$ cat config.mk
export PLATFORM = sky130hd
export DESIGN_NAME = ball_motion_unit
export DESIGN_NICKNAME = d
export VERILOG_FILES = /design/src/rtl/pong_pkg.sv /design/src/rtl/axis_stepper.sv /design/src/rtl/ball_motion_unit.sv
export SDC_FILE = /design/constraint.sdc
export NUM_CORES = 1
export LEC_CHECK = 0
export BUFFER_PORTS_ARGS = -buffer_cell sky130_fd_sc_hd__buf_4
export CORE_MARGIN = 10
export CORE_UTILIZATION = 45
export CTS_CLUSTER_DIAMETER = 50
export DETAILED_ROUTE_END_ITERATION = 8
export PLACE_DENSITY = 0.62
export SLEW_MARGIN = 20
export SYNTH_ARGS = -nofsm -noshare
export SYNTH_HDL_FRONTEND = slang
export SYNTH_SLANG_ARGS = --single-unit
$ cat constraint.sdc
create_clock -name clk -period 5.2 [get_ports clk]
set_clock_uncertainty 0.15 [all_clocks]
set_input_delay 0.78 -clock clk [delete_from_list [all_inputs] [get_ports clk]]
set_output_delay 0.78 -clock clk [all_outputs]
set_load 0.01 [all_outputs]
$ cat src/rtl/pong_pkg.sv
// Shared types and default playfield constants for the Pong ball engine.
package pong_pkg;

  typedef enum logic [1:0] {
    IDLE       = 2'd0,
    SERVE_WAIT = 2'd1,
    MOVING     = 2'd2,
    SCORED     = 2'd3
  } state_e;

  // 640x480 playfield with a margin at each edge
  localparam int unsigned FIELD_W     = 640;
  localparam int unsigned FIELD_H     = 480;
  localparam int unsigned DEF_X_MIN   = 10;
  localparam int unsigned DEF_X_MAX   = 625;
  localparam int unsigned DEF_Y_MIN   = 10;
  localparam int unsigned DEF_Y_MAX   = 470;
  localparam int unsigned DEF_X_START = 300;
  localparam int unsigned DEF_Y_START = 250;

  localparam logic DIR_POS = 1'b1;
  localparam logic DIR_NEG = 1'b0;

endpackage

$ cat src/rtl/axis_stepper.sv
// One-axis +/-speed step with clamping to [LIM_MIN, LIM_MAX] and limit flags.
module axis_stepper
  import pong_pkg::*;
#(
  parameter int unsigned POS_W   = 10,
  parameter int unsigned SPD_W   = 3,
  parameter int unsigned LIM_MIN = 10,
  parameter int unsigned LIM_MAX = 470
) (
  input  logic [POS_W-1:0] pos_i,
  input  logic             dir_i,
  input  logic [SPD_W-1:0] speed_i,
  output logic [POS_W-1:0] pos_c_o,
  output logic             lo_c_o,
  output logic             hi_c_o
);

  localparam int unsigned EXT_W = POS_W + 1;

  logic [EXT_W-1:0] pos_ext;
  logic [EXT_W-1:0] spd_ext;
  logic [EXT_W-1:0] sum;

  // Extra MSB catches a borrow when stepping below zero
  always_comb begin
    pos_ext = EXT_W'(pos_i);
    spd_ext = EXT_W'(speed_i);
    sum     = (dir_i == DIR_POS) ? (pos_ext + spd_ext) : (pos_ext - spd_ext);
    lo_c_o  = (dir_i == DIR_NEG) && (sum[POS_W] || (sum <= EXT_W'(LIM_MIN)));
    hi_c_o  = (dir_i == DIR_POS) && (sum >= EXT_W'(LIM_MAX));
    pos_c_o = sum[POS_W-1:0];
    if (lo_c_o) begin
      pos_c_o = POS_W'(LIM_MIN);
    end else if (hi_c_o) begin
      pos_c_o = POS_W'(LIM_MAX);
    end
  end

endmodule

$ cat src/rtl/ball_motion_unit.sv
// Pong ball engine: serve sequencing, per-tick motion, wall bounce,
// paddle deflection with speed ramp, and miss detection with score pulses.
module ball_motion_unit
  import pong_pkg::*;
#(
  parameter int unsigned POS_W       = 10,
  parameter int unsigned X_MIN       = DEF_X_MIN,
  parameter int unsigned X_MAX       = DEF_X_MAX,
  parameter int unsigned Y_MIN       = DEF_Y_MIN,
  parameter int unsigned Y_MAX       = DEF_Y_MAX,
  parameter int unsigned X_START     = DEF_X_START,
  parameter int unsigned Y_START     = DEF_Y_START,
  parameter int unsigned SPD_W       = 3,
  parameter int unsigned SPEED_INIT  = 1,
  parameter int unsigned SPEED_MAX   = 5,
  parameter int unsigned HITS_PER_UP = 4,
  parameter int unsigned SERVE_DELAY = 60,
  parameter int unsigned CNT_W       = 8
) (
  input  logic             clk,
  input  logic             rst_n,
  input  logic             tick,
  input  logic             serve,
  input  logic             hit_left,
  input  logic             hit_right,
  output logic [POS_W-1:0] x_pos,
  output logic [POS_W-1:0] y_pos,
  output logic             x_dir,
  output logic             y_dir,
  output logic [SPD_W-1:0] speed,
  output logic             active,
  output logic             score_left,
  output logic             score_right
);

  if (SPEED_MAX >= (1 << SPD_W)) begin : g_bad_spd_w
    $error("SPEED_MAX does not fit in SPD_W bits");
  end
  if ((SPEED_MAX >= Y_MIN) || (SPEED_MAX >= X_MIN)) begin : g_bad_margin
    $error("SPEED_MAX must be below X_MIN and Y_MIN");
  end
  if ((X_MAX + SPEED_MAX) >= (1 << POS_W)) begin : g_bad_pos_w
    $error("X_MAX+SPEED_MAX does not fit in POS_W bits");
  end

  state_e           state_q, state_d;
  logic [POS_W-1:0] x_q, x_d, y_q, y_d;
  logic             xdir_q, xdir_d, ydir_q, ydir_d;
  logic [SPD_W-1:0] speed_q, speed_d;
  logic [CNT_W-1:0] hit_cnt_q, hit_cnt_d, dly_q, dly_d;
  logic             active_q, active_d;
  logic             score_l_q, score_l_d, score_r_q, score_r_d;

  logic [POS_W-1:0] x_step, y_step;
  logic             x_lo, x_hi, y_lo, y_hi;
  logic             hit_acc, miss, serve_ok;

  axis_stepper #(.POS_W(POS_W), .SPD_W(SPD_W), .LIM_MIN(X_MIN), .LIM_MAX(X_MAX)) u_x_step (
    .pos_i(x_q), .dir_i(xdir_q), .speed_i(speed_q),
    .pos_c_o(x_step), .lo_c_o(x_lo), .hi_c_o(x_hi)
  );

  axis_stepper #(.POS_W(POS_W), .SPD_W(SPD_W), .LIM_MIN(Y_MIN), .LIM_MAX(Y_MAX)) u_y_step (
    .pos_i(y_q), .dir_i(ydir_q), .speed_i(speed_q),
    .pos_c_o(y_step), .lo_c_o(y_lo), .hi_c_o(y_hi)
  );

  // Only a hit opposing the current travel direction deflects the ball
  assign hit_acc  = (state_q == MOVING) &&
                    ((hit_left && (xdir_q == DIR_NEG)) || (hit_right && (xdir_q == DIR_POS)));
  assign miss     = tick && (x_lo || x_hi) && !hit_acc;
  assign serve_ok = serve && ((state_q == IDLE) || (state_q == SCORED));

  always_ff @(posedge clk or negedge rst_n) begin
    if (!rst_n) begin
      state_q <= IDLE;
    end else begin
      state_q <= state_d;
    end
  end

  always_comb begin
    state_d = state_q;
    case (state_q)
      IDLE:       if (serve) state_d = SERVE_WAIT;
      SERVE_WAIT: if (tick && (dly_q == '0)) state_d = MOVING;
      MOVING:     if (miss) state_d = SCORED;
      SCORED:     if (serve) state_d = SERVE_WAIT;
      default:    state_d = IDLE;
    endcase
  end

  always_comb begin
    x_d       = x_q;
    y_d       = y_q;
    xdir_d    = xdir_q;
    ydir_d    = ydir_q;
    speed_d   = speed_q;
    hit_cnt_d = hit_cnt_q;
    dly_d     = dly_q;
    score_l_d = 1'b0;
    score_r_d = 1'b0;
    active_d  = (state_d == MOVING);

    if (serve_ok) begin
      x_d       = POS_W'(X_START);
      y_d       = POS_W'(Y_START);
      speed_d   = SPD_W'(SPEED_INIT);
      hit_cnt_d = '0;
      dly_d     = CNT_W'(SERVE_DELAY);
    end

    if ((state_q == SERVE_WAIT) && tick && (dly_q != '0)) begin
      dly_d = dly_q - CNT_W'(1);
    end

    if ((state_q == MOVING) && tick) begin
      x_d = x_step;
      y_d = y_step;
      if (y_lo) ydir_d = DIR_POS;
      if (y_hi) ydir_d = DIR_NEG;
      // Next serve heads toward the side that conceded
      if (miss) begin
        score_l_d = x_hi;
        score_r_d = x_lo;
        xdir_d    = x_hi ? DIR_POS : DIR_NEG;
      end
    end

    if (hit_acc) begin
      xdir_d = ~xdir_q;
      if (hit_cnt_q == CNT_W'(HITS_PER_UP - 1)) begin
        hit_cnt_d = '0;
        if (speed_q < SPD_W'(SPEED_MAX)) speed_d = speed_q + SPD_W'(1);
      end else begin
        hit_cnt_d = hit_cnt_q + CNT_W'(1);
      end
    end
  end

  always_ff @(posedge clk or negedge rst_n) begin
    if (!rst_n) begin
      x_q       <= POS_W'(X_START);
      y_q       <= POS_W'(Y_START);
      xdir_q    <= DIR_POS;
      ydir_q    <= DIR_POS;
      speed_q   <= SPD_W'(SPEED_INIT);
      hit_cnt_q <= '0;
      dly_q     <= '0;
      active_q  <= 1'b0;
      score_l_q <= 1'b0;
      score_r_q <= 1'b0;
    end else begin
      x_q       <= x_d;
      y_q       <= y_d;
      xdir_q    <= xdir_d;
      ydir_q    <= ydir_d;
      speed_q   <= speed_d;
      hit_cnt_q <= hit_cnt_d;
      dly_q     <= dly_d;
      active_q  <= active_d;
      score_l_q <= score_l_d;
      score_r_q <= score_r_d;
    end
  end

  assign x_pos       = x_q;
  assign y_pos       = y_q;
  assign x_dir       = xdir_q;
  assign y_dir       = ydir_q;
  assign speed       = speed_q;
  assign active      = active_q;
  assign score_left  = score_l_q;
  assign score_right = score_r_q;

endmodule
==> flow_summary.yaml, run 1 <==
status:
  outcome: "complete, no violations"
worst_setup_path:
  cp_cell_sequence: "inv_1 > ha_1 > ha_1 > mux2_2 > ha_1 > a211o_1 > a21oi_1 > o21a_1 > nor3_1 > a311oi_1 > o21ai_2 > a211oi_1 > o31a_1"
  crit_path_end_kind: "flip-flop"
  cp-startpoint: "speed[0]"
  crit_required_ps: 5290
  critical-path-max-stage-delay_ps: 620
  crit_type: "flip-flop to flip-flop"
  reg2reg_to: "active"
  cp_slowest_cell: "dfstp_2"
  cp-start-kind: "flip-flop"
  r2r-start: "speed[0]"
  cpMostUsedCell: "ha_1"
  r2r_cells: 13
  crit_fanout: 8
  reg2reg_slack_ps: 940
  cp.arrival_ps: 4360
global_route:
  grt_max_degree: 47
  grt_use_met1: 0.206
  grt_usage: 0.155
  grt_pass1_vias: 3265
  grt_pass1_wl_mm: 16.7
  globalRouteMet2Util: 0.257
  use_met3: 0.0254
  gr-max-usage-layer: "met2"
  grt_overflow_total: 0
  antenna_found_initial: 0
floorplanning:
  coreArea_mm2: 0.00818
  num_rows: 33
  die-area_mm2: 0.0124
  start_util: 0.458
  die_w_um: 111
  die_y_um: 111
  io_pins: 34
pwr:
  clkPwrFrac: 0.107
  power.leakage_nw: 1.73
  intPower_mw: 1.53
  share_seq_of_total_power: 0.201
  p_comb_frac: 0.692
  power_switching_mw: 1.62
  cellPowerDensity_mw_per_mm2: 756
  switching_share: 0.513
  vdd_drop_max_mv: 0.250
synthesis:
  ys_seq_elements: 46
  synth_top_cells_by_count: "48 x o21ai_0, 38 x nand2_1, 37 x nor2_1"
  synth_top_area_frac: 0.221
  post-synth-top-count-cell: "o21ai_0"
  netlist_area_mm2: 0.00374
  avgSynthCellArea_um2: 8.47
  syn-num-nets: 477
  ys_seq_area_frac: 0.312
  synth_area_leaders: "dfrtp_1 22%, dfstp_2 9.1%, ha_1 9.0%"
  synth_edf_count: 0
  synthArstFlopShare: 1.00
  synth_top_area_cell: "dfrtp_1"
  synthesis.instances: 442
  yosysWarnings: 0
  synth.distinct_cells: 78
  synthFlopType: "dfrtp_1"
cts:
  cts_sinks: 46
  postCtsSetupBuffers: 0
  cts_resized: 0
  cts_buffers: 5
  cts-root-buf: "clkbuf_8"
  cts_tree: "built"
  clk_latency_ps: 300
  clockBufferDepth: 2
  ctsHoldBuffers: 0
  h-tree-depth: 2
  cts.clk_slew.worst_paths_ps: 90
cells_and_area:
  area_delta_synth_final_pct: 11.4
  drive_gt1_frac: 0.160
  nets: 496
  multi_input_area_mm2: 0.00241
  n_fill_cell: 804
  diodes: 0
  final_cell_area_mm2: 0.00417
  register_area_mm2: 0.00117
timing:
  finalSetupViolCount: 0
  hold_viol: 0
  grt_setup_unrepaired: "no"
  fmax_mhz: 235
  min_period_ps: 4260
  tightest_slew_ps: 1050
  relSlewSlack: 0.300
  tns_ps: 0
  slew_viol_final: 0
  finalCritPeriodShare: 0.820
route:
  vias_per_cell: 6.13
  final_antenna_net_count: 0
  wl_mm: 9.79
  drc: 0
  drt-initial-drc-count: 176
  wl_per_cell_um: 17.3
  vias: 3473
  firstDrtPassIters: 4
placement:
  place_area_mm2: 0.00403
  place_congestion: 0.950
  port-buffer-count: 33
  dpl.hpwl_mm: 7.20
min_path:
  min_path_type: "input pin to async pin"
flow_run:
  cap_violations: 0
==> worst max-delay path by stage <==
stage | end
after floorplan | x_pos[5]
after global placement | active
after detailed placement | active
after CTS | active
after global routing | active
final | active
==> cells by family (layout without fill, tap and decap cells) <==
| logic type | Yosys count | after routing | synth area share |
|---|---|---|---|
| compound gates | 158 | 158 | 0.297 |
| xor+xnor | 13 | 13 | 0.0304 |
| fa+ha+maj | 30 | 30 | 0.104 |
| buf+inv | 40 | 60 | 0.0448 |
| flops | 46 | 46 | 0.312 |
| mux | 6 | 6 | 0.0177 |
| simple gates | 149 | 149 | 0.195 |
==> worst max-delay path, delay by kind of cell, from the launching register on <==
| family | cells | cell delay (ps) |
|---|---|---|
| fa+ha+maj | 3 | 850 |
| mux | 1 | 260 |
| compound gates | 7 | 2170 |
| flops | 1 | 620 |
| buf+inv | 1 | 80 |
| simple gates | 1 | 70 |
==> power by group through the flow <==
stage | Sequential (mW) | Combinational, mW | Clock, mW
after global placement | 0.635 | 2.13 | 0
after global routing | 0.651 | 2.42 | 0.359
after detailed placement | 0.638 | 2.14 | 0
after floorplan | 0.594 | 1.69 | 0
final | 0.633 | 2.18 | 0.338
after CTS | 0.632 | 2.16 | 0.344
==> cell usage in the layout, fill, tap and decap left out, drive strengths merged, types with 3 or more instances in the layout <==
master,instances
o21ai,50
nor3,16
a31oi,6
nand3,13
a21o,4
or3,8
dfrtp,33
nand2,38
o2111ai,4
xor2,5
a21oi,22
o31ai,9
mux2,5
o21a,7
and3,4
a211oi,8
nor2b,3
o22ai,4
ha,27
and2,5
inv,19
xnor2,8
o211ai,8
o311ai,5
nand4,3
a2111oi,3
o22a,3
clkbuf,6
nor4,7
buf,33
a21boi,3
or2,4
nor3b,3
nor2,38
dfstp,13
==> layer usage <==
layer | vias to the layer above | part of all wire | wire length (um)
met3 | 9 | 0.050 | 492
met4 | 0 | 0.012 | 119
met1 | 1663 | 0.46 | 4510
li1 | 1704 | - | -
met5 | - | 0 | 0
met2 | 97 | 0.48 | 4670
==> sequential cells by signal, indices dropped and copies added, names as in the netlist <==
name         count
x_dir            1
dly_q            8
y_dir            1
score_right      1
y_pos           10
active           1
speed            3
x_pos           10
hit_cnt_q        8
state_q          2
score_left       1
==> metrics by stage <==
stage	utilization	std cells	hold slack (ps)	total power, mW	setup WS [ps]
2_1_floorplan	-	442	297	2.29	1290
3_3_place_gp	0.493	559	324	2.76	1070
3_5_place_dp	0.493	559	317	2.78	1050
4_1_cts	0.510	567	336	3.13	1020
5_1_grt	0.510	567	368	3.43	710
6_report	0.510	567	326	3.15	938
==> final cells by class <==
cell class,count,share of cell area
Clock buffer,6,0.0198
Tap cell,105,0.0315
Multi-Input combinational cell,356,0.578
Inverter,19,0.0171
Timing Repair Buffer,33,0.0594
Sequential cell,46,0.280
Clock inverter,2,0.0144
No activity file was read; power rests on OpenSTA's default activity.
==> run 2, diff against run 1 <==
==> constraint.sdc (replaced) <==
create_clock -name clk -period 4.28 [get_ports clk]
set_clock_uncertainty 0.15 [all_clocks]
set_input_delay 0.642 -clock clk [delete_from_list [all_inputs] [get_ports clk]]
set_output_delay 0.642 -clock clk [all_outputs]
set_load 0.01 [all_outputs]
==> run 2 against run 1 <==
Hold slack lost 150 ps. Sequential power grew 15%. Clock power grew 2%. Critical path depth is the same. Cell count grew 0.88%. Register-to-register slack lost 680 ps. Largest cell class unchanged.
==> flow_summary.yaml, run 2 (synthesized netlist as in run 1, its figures left out) <==
status:
  outcome: "complete, no violations"
pwr:
  clkPwrFrac: 0.090
  p_total_mw: 3.84
  intPower_mw: 1.83
  power.leakage_nw: 1.74
  cellPowerDensity_mw_per_mm2: 913
  switching_share: 0.524
  power_switching_mw: 2.01
  vdd_drop_max_mv: 0.282
  share_seq_of_total_power: 0.190
  p_comb_frac: 0.720
cts:
  ctsHoldBuffers: 0
  cts-root-buf: "clkbuf_8"
  clk_latency_ps: 320
  cts_buffers: 5
  clockBufferDepth: 2
  cts_tree: "built"
  cts_sinks: 46
  cts.clk_slew.worst_paths_ps: 100
  h-tree-depth: 2
min_path:
  min_path_type: "input pin to async pin"
cells_and_area:
  area_delta_synth_final_pct: 12.2
  drive_gt1_frac: 0.178
  final_common_cell: "o21ai_0"
  multi_input_area_mm2: 0.00243
  register_area_mm2: 0.00117
  diodes: 0
  nets: 501
  n_fill_cell: 798
  final_cell_area_mm2: 0.00420
  fin_cells: 572
  final_cell_mix: "48 x o21ai_0, 38 x buf_4, 37 x nor2_1, 37 x nand2_1, 33 x dfrtp_1"
route:
  wl_mm: 9.89
  vias: 3459
  wl_per_cell_um: 17.3
  final_antenna_net_count: 0
  vias_per_cell: 6.05
  drc: 0
  firstDrtPassIters: 4
  drt-initial-drc-count: 172
floorplanning:
  start_util: 0.458
  die_y_um: 111
  die-area_mm2: 0.0124
  coreArea_mm2: 0.00818
  io_pins: 34
  num_rows: 33
  die_w_um: 111
placement:
  dpl.cell_count: 563
  dp_slack_ps: 190
  place_area_mm2: 0.00406
  dpl.hpwl_mm: 7.21
  port-buffer-count: 33
  place_congestion: 0.975
timing:
  tightest_slew_ps: 1040
  finalCritPeriodShare: 0.940
  tns_ps: 0
  fmax_mhz: 249
  fin_ws_ps: 257
  relSlewSlack: 0.306
  min_period_ps: 4020
  finalSetupViolCount: 0
  slew_viol_final: 0
  hold_viol: 0
  grt_setup_unrepaired: "no"
worst_setup_path:
  crit_type: "flip-flop to flip-flop"
  cp-start-kind: "flip-flop"
  cp.arrival_ps: 4130
  crit_path_end_kind: "flip-flop"
  crit_fanout: 8
  crit_required_ps: 4390
global_route:
  grt_pass1_vias: 3302
  grt_usage: 0.156
  grt_pass1_wl_mm: 16.5
  grt_overflow_total: 0
  antenna_found_initial: 0
  grt_max_degree: 47
flow_run:
  cap_violations: 0
==> run 2: final cells by class <==
type,count,share of cell area
inverters,19,0.0170
clock inverters,3,0.0104
clock buffers,5,0.0164
multi-input cells,356,0.579
repair buffers,38,0.0679
flip-flops and latches,46,0.278
well taps,105,0.0313
==> run 2: power groups by stage <==
stage | Sequential [mW] | Clock [mW] | Combinational (mW)
final | 0.729 | 0.346 | 2.76
after CTS | 0.732 | 0.354 | 2.69
after global routing | 0.753 | 0.367 | 3.07
after floorplan | 0.721 | 0 | 2.06
after detailed placement | 0.740 | 0 | 2.66
after global placement | 0.737 | 0 | 2.64
==> run 2: path summary, 6_finish.rpt <==
check | start | endpoint | slack [ps] | cells past startpoint
worst min register to register | hit_cnt_q[7] | hit_cnt_q[7] | 340 | 1
worst max-delay path | speed[0] | active | 260 | 13
worst min-delay path | rst_n | x_pos[7] | 180 | 1
max in group asynchronous | rst_n | speed[1] | 3410 | 1
min in group clk | hit_right | score_left | 330 | 2
worst max register to register | speed[0] | active | 260 | 13
==> run 2: what timing repair did <==
item | CTS | global route
setup buffers | 0 | 1
setup endpoints to repair | 0 | 16
gates resized for setup | 0 | 5
==> run 2: per-stage QoR <==
| step | hold WS [ps] | utilization |
|---|---|---|
| global placement | 324 | 0.496 |
| CTS | 196 | 0.510 |
| global route | 220 | 0.514 |
| floorplan | 196 | - |
| finish | 177 | 0.514 |
| detailed placement | 322 | 0.496 |
==> run 2: per-layer routing <==
layer / GRT usage / part of all wire
met5: 0 / 0
met1: 0.202 / 0.47
met4: 0.0420 / 0.014
met2: 0.258 / 0.47
met3: 0.0287 / 0.046
==> run 2: critical path, stage by stage, from the launching register on <==
cell,delay [ps]
dfstp_2,600
inv_1,70
ha_1,200
ha_1,280
mux2_2,260
ha_1,350
a211o_1,360
a21oi_1,270
o21a_1,230
nor3_1,80
a311oi_2,410
o21ai_2,170
a211oi_1,350
o31a_1,180
==> run 3, diff against run 2 <==
--- a/config.mk
+++ b/config.mk
@@ -11,7 +11,9 @@
 export CTS_CLUSTER_DIAMETER = 50
 export DETAILED_ROUTE_END_ITERATION = 8
 export PLACE_DENSITY = 0.62
+export SETUP_SLACK_MARGIN = 0.02
 export SLEW_MARGIN = 20
 export SYNTH_ARGS = -nofsm -noshare
 export SYNTH_HDL_FRONTEND = slang
+export SYNTH_HIERARCHICAL = 1
 export SYNTH_SLANG_ARGS = --single-unit
==> run 3 against run 2 <==
Synthesized area increased by 5.5%. Wire length unchanged. Via count decreased by 0.52%. Synthesized cell count decreased by 1.8%. Cell area increased by 5.9%. Critical endpoint is now y_pos[3]. Maximum frequency decreased by 1.2%. Global-route usage decreased by 0.37 points. Non-clock buffer count increased by 5. Sequential share of layout area decreased by 1.5 points. Count of clock-buffer cells in the layout increased by 2. Register-to-register slack got worse by 50 ps. Setup slack got worse by 47 ps.
==> flow_summary.yaml, run 3 <==
timing:
  relSlewSlack: 0.411
  grt_setup_unrepaired: "no"
  min_period_ps: 4070
  tightest_slew_ps: 880
  hold_viol: 0
  finalCritPeriodShare: 0.951
  fmax_mhz: 246
  slew_viol_final: 0
  tns_ps: 0
  finalSetupViolCount: 0
synthesis:
  synthArstFlopShare: 1.00
  synth_top_area_frac: 0.209
  synth_top_cells_by_count: "33 x dfrtp_1, 33 x inv_1, 32 x ha_1"
  synth_edf_count: 0
  syn-num-nets: 474
  synthesis.instances: 434
  synth.distinct_cells: 81
  ys_seq_elements: 46
  ys_seq_area_frac: 0.295
  netlist_area_mm2: 0.00395
  synthFlopType: "dfrtp_1"
  yosysWarnings: 6
  avgSynthCellArea_um2: 9.11
  synth_top_area_cell: "dfrtp_1"
  synth_area_leaders: "dfrtp_1 21%, ha_1 10%, dfstp_2 8.6%"
route:
  drc: 0
  wl_met3_um: 521
  wl_per_cell_um: 17.2
  vias_per_cell: 5.97
  wl_mm: 9.89
  final_antenna_net_count: 0
  routed.top_layer: "met4"
  vias: 3441
  drt-initial-drc-count: 153
  wl_met2_mm: 4.58
  met1Wirelength_mm: 4.76
  firstDrtPassIters: 5
status:
  outcome: "complete, no violations"
cts:
  clockBufferDepth: 2
  clk_latency_ps: 310
  h-tree-depth: 2
  cts_sinks: 46
  cts_buffers: 5
  cts-root-buf: "clkbuf_8"
  cts_tree: "built"
  cts.clk_slew.worst_paths_ps: 100
floorplanning:
  start_util: 0.458
  coreArea_mm2: 0.00864
  io_pins: 34
  die-area_mm2: 0.0129
  num_rows: 34
  die_y_um: 114
  die_w_um: 114
min_path:
  min_path_type: "input pin to async pin"
worst_setup_path:
  r2r_cells: 13
  r2r-start: "speed[0]"
  crit_path_end_kind: "flip-flop"
  crit_required_ps: 4380
  cp-start-kind: "flip-flop"
  cp.arrival_ps: 4170
  reg2reg_slack_ps: 210
  crit_type: "flip-flop to flip-flop"
  reg2reg_to: "y_pos[3]"
  crit_fanout: 7
placement:
  port-buffer-count: 33
  dpl.cell_count: 565
  place_congestion: 0.834
  dpl.hpwl_mm: 7.46
cells_and_area:
  final_cell_mix: "42 x buf_4, 33 x inv_1, 32 x ha_1, 32 x dfrtp_1, 31 x a21oi_1"
  drive_gt1_frac: 0.218
  final_common_cell: "buf_4"
  postLayoutCoreUtil: 0.516
  diodes: 0
  fin_cells: 576
  area_delta_synth_final_pct: 12.6
  nets: 507
flow_run:
  cap_violations: 0
global_route:
  grt_overflow_total: 0
  grt_usage: 0.152
  grt_pass1_vias: 3317
  antenna_found_initial: 0
  grt_pass1_wl_mm: 16.6
  grt_max_degree: 47
[run 3: cell types whose count changed in the layout (fill, tap and decap cells not counted), moves of 6 or more]
cell,change
o22a_1,+7
o31ai_1,-7
and3_1,+6
o21ai_1,+10
o21ai_0,-26
nand2_1,-10
a21oi_1,+9
a22o_1,+13
nor2_1,-19
inv_1,+14
[run 3: area by class of cell]
type | count | area (um^2)
Clock inverter | 1 | 8.76
Fill cell | 798 | 4180
Clock buffer | 7 | 86.3
Sequential cell | 46 | 1170
Inverter | 34 | 128
Multi-Input combinational cell | 337 | 2590
Timing Repair Buffer | 43 | 335
Tap cell | 108 | 135
[run 3: critical path: stages, from the launching register on]
cell      delay (ps)
dfstp_2          580
buf_12           120
inv_1             50
ha_1             200
ha_1             290
mux2_2           270
ha_1             390
a21o_1           240
a221oi_2         280
xnor2_2          170
nand2_1           70
or4_1            660
a32o_1           320
o22a_1           210
[run 3: repair_timing]
| action | in CTS | in global routing |
|---|---|---|
| resized for setup | 0 | 2 |
| endpoints found under the setup margin | 0 | 2 |
| buffers inserted | 0 | 3 |
| hold buffers | 0 | 0 |
[run 3: cell families after synthesis]
family          Yosys count  synth area share
compound gates          164             0.325
simple gates            115             0.154
xor+xnor                 13            0.0326
flops                    46             0.295
fa+ha+maj                34             0.111
mux                      11            0.0310
buf+inv                  51            0.0503
[run 3: how the worst max path moves through the flow]
stage | cells past startpoint | endpoint | slack (ps) | from
6_report | 13 | y_pos[3] | 210 | speed[0]
4_1_cts | 16 | active | 110 | speed[0]
3_3_place_gp | 16 | active | 220 | speed[0]
2_1_floorplan | 14 | y_pos[3] | 450 | speed[0]
5_1_grt | 16 | active | 30 | speed[0]
3_5_place_dp | 16 | active | 120 | speed[0]
[run 3: stage by stage]
step	hold WS, ps	cell area, um^2	worst slack (ps)
after floorplan	196	3950	449
after global placement	345	4320	224
after detailed placement	355	4320	125
after CTS	209	4410	107
after global routing	220	4450	32.1
final	187	4450	210
[run 3: per-layer routing]
| metal | track usage | vias to the layer above |
|---|---|---|
| li1 | - | 1707 |
| met1 | 0.210 | 1654 |
| met2 | 0.243 | 76 |
| met3 | 0.0346 | 4 |
| met4 | 0.0178 | 0 |
| met5 | 0 | - |
Power of run 3 is not shown: default switching activity piles up to over one toggle a cycle in this logic, so the estimate is an artifact.
